[config.mk]
export PLATFORM = sky130hd
export DESIGN_NAME = fu_issue_ctrl
export DESIGN_NICKNAME = d
export VERILOG_FILES = /design/src/rtl/fu_issue_ctrl.sv
export SDC_FILE = /design/constraint.sdc
export NUM_CORES = 1
export LEC_CHECK = 0
export BUFFER_PORTS_ARGS = -buffer_cell sky130_fd_sc_hd__buf_2
export CAP_MARGIN = 20
export CORE_ASPECT_RATIO = 1.5
export CORE_MARGIN = 2
export CORE_UTILIZATION = 50
export CTS_CLUSTER_SIZE = 40
export DETAILED_ROUTE_END_ITERATION = 10
export PLACE_DENSITY = 0.76
export RECOVER_POWER = 50
export REMOVE_ABC_BUFFERS = 1
export SLEW_MARGIN = 20
export SYNTH_ARGS = -nofsm -noshare
export SYNTH_HDL_FRONTEND = slang
export SYNTH_SLANG_ARGS = --single-unit
[constraint.sdc]
create_clock -name CLOCK -period 2.5 [get_ports CLOCK]
set_clock_uncertainty 0.2 [all_clocks]
set_input_delay 0.125 -clock CLOCK [delete_from_list [all_inputs] [get_ports CLOCK]]
set_output_delay 0.125 -clock CLOCK [all_outputs]
set_load 0.03 [all_outputs]
[src/rtl/fu_issue_ctrl.sv]
`default_nettype none
// ============================================================================
//  Module      : fu_issue_ctrl
//  Description : Issue controller for a single functional unit. Buffers ops
//                in a 2-entry FIFO, launches one op at a time, waits a fixed
//                per-class latency, then captures the FU result into a
//                ready/valid output slot. Results are returned in issue order.
//  Revision    : 1.0 - initial release
// ============================================================================
module fu_issue_ctrl #(
    parameter int unsigned BASE_LAT = 1,
    parameter int unsigned MADD_LAT = 2
) (
    input  logic        CLOCK,
    input  logic        RESET_N,
    // upstream op handshake
    input  logic        IN_VALID,
    output logic        IN_READY,
    input  logic [5:0]  IN_INST,
    input  logic [31:0] IN_A,
    input  logic [31:0] IN_B,
    input  logic [31:0] IN_C,
    input  logic        IN_SELECT,
    // functional unit drive
    output logic [5:0]  FU_INST,
    output logic [31:0] FU_A,
    output logic [31:0] FU_B,
    output logic [31:0] FU_C,
    output logic        FU_SELECT,
    // functional unit results
    input  logic [31:0] FU_Z,
    input  logic [3:0]  FU_FLAGS,
    // downstream result handshake
    output logic        OUT_VALID,
    input  logic        OUT_READY,
    output logic [31:0] OUT_Z,
    output logic [3:0]  OUT_FLAGS,
    output logic        BUSY
);

    // Latency counts truncated to the 3-bit counter (legal range 1..7)
    localparam logic [2:0] BASE_CNT = 3'(BASE_LAT);
    localparam logic [2:0] MADD_CNT = 3'(MADD_LAT);

    typedef enum logic [1:0] {
        S_IDLE   = 2'd0,
        S_LAUNCH = 2'd1,
        S_WAIT   = 2'd2
    } state_t;

    // Packed op layout: {inst[102:97], a[96:65], b[64:33], c[32:1], sel[0]}
    logic [102:0] in_op;
    logic [102:0] head_op;
    logic [102:0] entry0_q, entry0_d;
    logic [102:0] entry1_q, entry1_d;
    logic [102:0] op_q, op_d;
    logic         wr_ptr_q, wr_ptr_d;
    logic         rd_ptr_q, rd_ptr_d;
    logic [1:0]   count_q, count_d;
    state_t       state_q, state_d;
    logic [2:0]   cnt_q, cnt_d;
    logic         out_valid_q, out_valid_d;
    logic [31:0]  out_z_q, out_z_d;
    logic [3:0]   out_flags_q, out_flags_d;
    logic [5:0]   fu_inst_q;
    logic         push;
    logic         pop;
    logic         fifo_nonempty;
    logic         out_free;
    logic [2:0]   head_cnt;

    assign in_op         = {IN_INST, IN_A, IN_B, IN_C, IN_SELECT};
    assign head_op       = rd_ptr_q ? entry1_q : entry0_q;
    assign fifo_nonempty = (count_q != 2'd0);
    assign IN_READY      = (count_q != 2'd2);
    assign push          = IN_VALID & IN_READY;
    assign out_free      = ~out_valid_q | OUT_READY;
    assign head_cnt      = (head_op[102:100] == 3'b111) ? MADD_CNT : BASE_CNT;

    // Sequencer next-state: pop/launch, latency countdown, result capture
    always_comb begin
        state_d     = state_q;
        cnt_d       = cnt_q;
        op_d        = op_q;
        pop         = 1'b0;
        out_valid_d = out_valid_q & ~OUT_READY;
        out_z_d     = out_z_q;
        out_flags_d = out_flags_q;

        case (state_q)
            S_IDLE: begin
                if (fifo_nonempty) begin
                    pop = 1'b1;
                end
            end
            S_LAUNCH: begin
                state_d = S_WAIT;
            end
            S_WAIT: begin
                if (cnt_q > 3'd1) begin
                    cnt_d = cnt_q - 3'd1;
                end else if (out_free) begin
                    // Result is due and the output slot can take it
                    out_valid_d = 1'b1;
                    out_z_d     = FU_Z;
                    out_flags_d = FU_FLAGS;
                    if (fifo_nonempty) begin
                        pop = 1'b1;
                    end else begin
                        state_d = S_IDLE;
                    end
                end
            end
            default: begin
                state_d = S_IDLE;
            end
        endcase

        // A pop always moves the head op into the operand registers
        if (pop) begin
            op_d    = head_op;
            cnt_d   = head_cnt;
            state_d = S_LAUNCH;
        end
    end

    // FIFO next-state: write at wr_ptr on push, advance rd_ptr on pop
    always_comb begin
        entry0_d = entry0_q;
        entry1_d = entry1_q;
        wr_ptr_d = wr_ptr_q;
        rd_ptr_d = rd_ptr_q;
        if (push) begin
            if (wr_ptr_q) begin
                entry1_d = in_op;
            end else begin
                entry0_d = in_op;
            end
            wr_ptr_d = ~wr_ptr_q;
        end
        if (pop) begin
            rd_ptr_d = ~rd_ptr_q;
        end
        count_d = count_q + {1'b0, push} - {1'b0, pop};
    end

    // Posedge state: FIFO, FSM, latency counter, operands, output slot
    always_ff @(posedge CLOCK or negedge RESET_N) begin
        if (!RESET_N) begin
            entry0_q    <= '0;
            entry1_q    <= '0;
            wr_ptr_q    <= 1'b0;
            rd_ptr_q    <= 1'b0;
            count_q     <= 2'd0;
            state_q     <= S_IDLE;
            cnt_q       <= 3'd0;
            op_q        <= '0;
            out_valid_q <= 1'b0;
            out_z_q     <= 32'd0;
            out_flags_q <= 4'd0;
        end else begin
            entry0_q    <= entry0_d;
            entry1_q    <= entry1_d;
            wr_ptr_q    <= wr_ptr_d;
            rd_ptr_q    <= rd_ptr_d;
            count_q     <= count_d;
            state_q     <= state_d;
            cnt_q       <= cnt_d;
            op_q        <= op_d;
            out_valid_q <= out_valid_d;
            out_z_q     <= out_z_d;
            out_flags_q <= out_flags_d;
        end
    end

    // FU opcode retimed to the falling edge so it only moves while CLOCK is low
    always_ff @(negedge CLOCK or negedge RESET_N) begin
        if (!RESET_N) begin
            fu_inst_q <= 6'b000000;
        end else begin
            fu_inst_q <= op_q[102:97];
        end
    end

    assign FU_INST   = fu_inst_q;
    assign FU_A      = op_q[96:65];
    assign FU_B      = op_q[64:33];
    assign FU_C      = op_q[32:1];
    assign FU_SELECT = op_q[0];
    assign OUT_VALID = out_valid_q;
    assign OUT_Z     = out_z_q;
    assign OUT_FLAGS = out_flags_q;
    assign BUSY      = (state_q != S_IDLE) | fifo_nonempty;

endmodule
`default_nettype wire

Word level (Yosys, flattened, before mapping)
Index checks and enable logic that the tools add are counted.

Flip-flop bits (word level): 361. Word-level logic and storage cells: 60.

Add/sub/neg operators: 3. Order comparisons: 1. Equality and inequality tests: 8. Muxes and demuxes: 17. Bitwise gates (word level): 9. Reductions and logical operators: 10.

Operators by type and width (count): $mux 103 (1); $mux 2 (5); $mux 3 (3); $ne 3x3->1 const B (3); $reduce_bool 2->1 (4); $mux 1 (6); $pmux 2 s3 (1); $reduce_and 2->1 (3); $not 1->1 (5); $ne 2x2->1 const B (2); $reduce_and 4->1 (1); $eq 3x3->1 const B (1); $gt 3x1->1 const B (1); $reduce_and 3->1 (1); $sub 3x1->3 const B (1); $add 2x1->2 (1); $and 1x1->1 (2); $eq 2x1->1 const B (1); $eq 2x2->1 const B (1); $logic_not 2->1 (1); $or 1x1->1 (2); $pmux 1 s2 (1); $sub 2x1->2 (1).

Logic depth before layout (Yosys ltp)
Depth in word-level cells: 7. Mapped depth: 11. Mapped depth without buffers: 10.

==> flow_metrics.py <==
metrics = {
    "outcome": {
        "status": "complete, but fails checks",
        "violations": "max-capacitance violations, max-slew violations, negative setup slack",
    },
    "floorplanning": {
        "row_count": 78,
        "die_w_um": 147.0,
        "io_pins": 285,
        "initial_core_util": 0.5071,
        "die_y_um": 218.5,
        "fp.coreArea_um2": 30250,
        "die_area_um2": 32130,
    },
    "critical_path": {
        "cp_max_fo": 1,
        "critPathKind": "flop to output pin",
        "critical_path.cell_chain": "buf_6",
        "r2r_start": "cnt_q[0]",
        "reg2reg_depth": 8,
        "cp-end-kind": "output pin",
        "path_depth": 1,
        "arrival_ns": 2.34,
        "start_kind": "flop",
        "cp_slowest_cell": "dfrtn_1",
        "timing.rr.end": "op_q[44]",
        "crit_required_ns": 2.17,
        "critPathMaxStageDelay_ns": 0.42,
        "path_buf_inv": 1,
        "r2r_slack_ns": 0.15,
        "crit_family": "flip-flops",
    },
    "cells_and_area": {
        "drive_above_1_share": 0.3257,
        "fin_util": 0.6329,
        "nets": 1603,
        "syn_to_final_growth_pct": 24.81,
    },
    "route": {
        "routed-via-count": 10120,
        "dr.pass1.iters": 4,
        "postRouteWirelength_mm": 36.90,
        "via_per_inst": 5.361,
        "postRouteAntennaNets": 0,
        "wire_per_inst_um": 19.55,
        "drc_errors": 0,
        "dr.first_iter.drc_count": 374,
    },
    "sta": {
        "fin_hold_ws_ns": 0.1698,
        "setup_tns_ns": -0.8429,
        "hold_violations": 0,
        "maxSlewHeadroom": -0.1735,
        "rsz0062_at_grt": "yes",
        "slew_viol_final": 27,
        "layout_setup_ws_ns": -0.1625,
        "worst_pin_slew_ns": 1.760,
        "setup_violations": 6,
    },
    "synth": {
        "avgSynthCellArea_um2": 13.56,
        "synth_warnings": 0,
        "synth_seq_area_share": 0.5889,
        "synth-edff-count": 0,
        "synthFlopType": "dfrtp_1",
        "yosys_register_bits": 361,
        "syn_area_um2": 15340,
        "netlist_instances": 1131,
        "async_flop_share": 1.000,
        "ys_types": 36,
    },
    "pwr": {
        "vdd_drop_max_v": 0.0009532,
        "p_leak_nw": 8.585,
        "p_per_area_nw_per_um2": 1480,
        "power.total_mw": 28.33,
    },
    "clocking": {
        "cts_setup_buffers": 0,
        "cts_max_path_buffers": 3,
        "cts_root_buffer": "clkbuf_16",
        "cts_sinks": 361,
        "cts_tree": "yes",
        "insertion_delay_ns": 0.52,
        "cts.clk_slew.worst_paths_ns": 0.06,
        "h-tree-depth": 2,
        "cts-buffers-inserted": 37,
    },
    "worst_hold_path": {
        "hold_path_depth": 3,
        "worstHoldStart": "FU_Z[30]",
        "holdCritPathClass": "primary input to flop",
        "hold_path_end": "OUT_Z[30]",
    },
    "global_route": {
        "grt_overflow": 0,
        "grt_pass1_vias": 10820,
        "grt_max_degree": 99,
        "track_usage": 0.2298,
        "grt_first_pass_wirelength_mm": 58.57,
        "antenna_found_initial": 0,
    },
    "place": {
        "portBuffers": 284,
        "place_ws_ns": 0.1613,
        "gp_congestion": 0.7671,
        "dp_hpwl_mm": 21.60,
    },
    "run": {
        "max_cap_viol_count": 1,
    },
}
## registers in the layout, summed over array words and instances, names as in the netlist
register   count
entry0_q     103
OUT_Z         32
count_q        2
entry1_q     103
cnt_q          3
FU_INST        6
wr_ptr_q       1
op_q         103
OUT_FLAGS      4
rd_ptr_q       1
state_q        2
OUT_VALID      1
## kinds of logic (layout without fill, tap and decap cells)
logic type,Yosys count,in the layout,share of synthesized area
flops,361,361,0.5889
xor+xnor,5,5,0.002854
simple gates,24,24,0.008809
fa+ha+maj,3,3,0.002447
buf+inv,174,529,0.07153
compound gates,219,219,0.07332
other cells,0,1,0
mux,345,345,0.2522
## power breakdown
part | internal [mW] | switching (mW)
clock network | 3.23 | 2.28
registers | 8.91 | 1.84
logic | 5.09 | 6.97
total | 17.2 | 11.1
## how the worst max path moves through the flow
| stage | startpoint | endpoint | slack (ns) |
|---|---|---|---|
| floorplan | count_q[0] | entry0_q[0] | -3.61 |
| global placement | cnt_q[0] | op_q[44] | 0.25 |
| detailed placement | cnt_q[0] | op_q[53] | 0.16 |
| CTS | FU_INST[0] | FU_INST[0] | -0.18 |
| global route | FU_INST[2] | FU_INST[2] | -0.19 |
| finish | FU_INST[0] | FU_INST[0] | -0.16 |
## worst reg2reg max path: stages (launching register included)
cell	delay, ns
dfrtp_1	0.44
ha_1	0.25
o21ba_4	0.28
o31ai_2	0.07
buf_4	0.15
nand2_4	0.06
buf_12	0.23
buf_16	0.31
o21ai_0	0.21
## metal layers
| layer | part of all wire | track usage | wire, um | vias up |
|---|---|---|---|---|
| met3 | 0.052 | 0.04238 | 1924 | 89 |
| met4 | 0.036 | 0.1010 | 1319 | 0 |
| met1 | 0.38 | 0.2669 | 14050 | 5144 |
| met2 | 0.53 | 0.4149 | 19610 | 324 |
| li1 | - | - | - | 4560 |
| met5 | 0 | 0 | 0 | - |
## stage by stage
stage / area (um^2) / std cells
final: 19150 / 1887
after global routing: 19140 / 1886
after CTS: 19350 / 1886
after detailed placement: 16650 / 1675
after global placement: 16650 / 1675
after floorplan: 14260 / 962
## synthesized netlist by cell type, types with 2 or more instances
master / number / area [um^2]
a21oi_1: 4 / 20.02
buf_1: 7 / 26.28
buf_12: 3 / 60.06
buf_2: 22 / 110.1
buf_4: 96 / 720.7
clkbuf_1: 40 / 150.1
dfrtn_1: 6 / 150.1
dfrtp_1: 355 / 8884
ha_1: 3 / 37.54
inv_1: 5 / 18.77
mux2_2: 212 / 2387
mux2_4: 30 / 450.4
mux2i_1: 103 / 1031
nand2_1: 2 / 7.510
nand2b_1: 3 / 18.77
nand3_1: 3 / 15.01
nor2_1: 4 / 15.01
nor3_1: 4 / 20.02
o21ai_0: 200 / 1001
o21ai_1: 9 / 45.04
or4_1: 2 / 15.01
xnor2_1: 4 / 35.03
## placed cells by master, fill, tap and decap left out, drive strengths merged
master and count:
nand4 1, ha 3, a21oi 4, buf 176, inv 7, nand2b 3
mux2i 103, bufinv 1, nor2b 1, nor2 4, nand2 2, o21ai 209
dlygate4sd3 142, or4 3, xnor2 4, mux2 242, diode 1, o21a 1
a211o 1, o21ba 1, o31ai 1, dfrtn 6, clkbuf 198, o31a 1
clkinv 5, nand3 3, dfrtp 355, xor2 1, nor3 4, o2bb2ai 1
or2 2, or2b 1
## what timing repair did
item | in CTS | in global routing
gates resized for setup | 12 | 2
gates cloned | 0 | 0
hold buffers | 143 | 0
hold endpoints to repair | 411 | 0
setup endpoints to repair | 6 | 10
## cell type report
class	instances	area (um^2)
timing repair buffer	456	3122
multi-input combinational	596	5253
antenna	1	2.502
clock inverter	8	78.83
clock buffer	60	1135
inverter	5	18.77
tap	400	500.5
fill	2323	11110
sequential	361	9037
No activity file was read; power rests on OpenSTA's default activity.
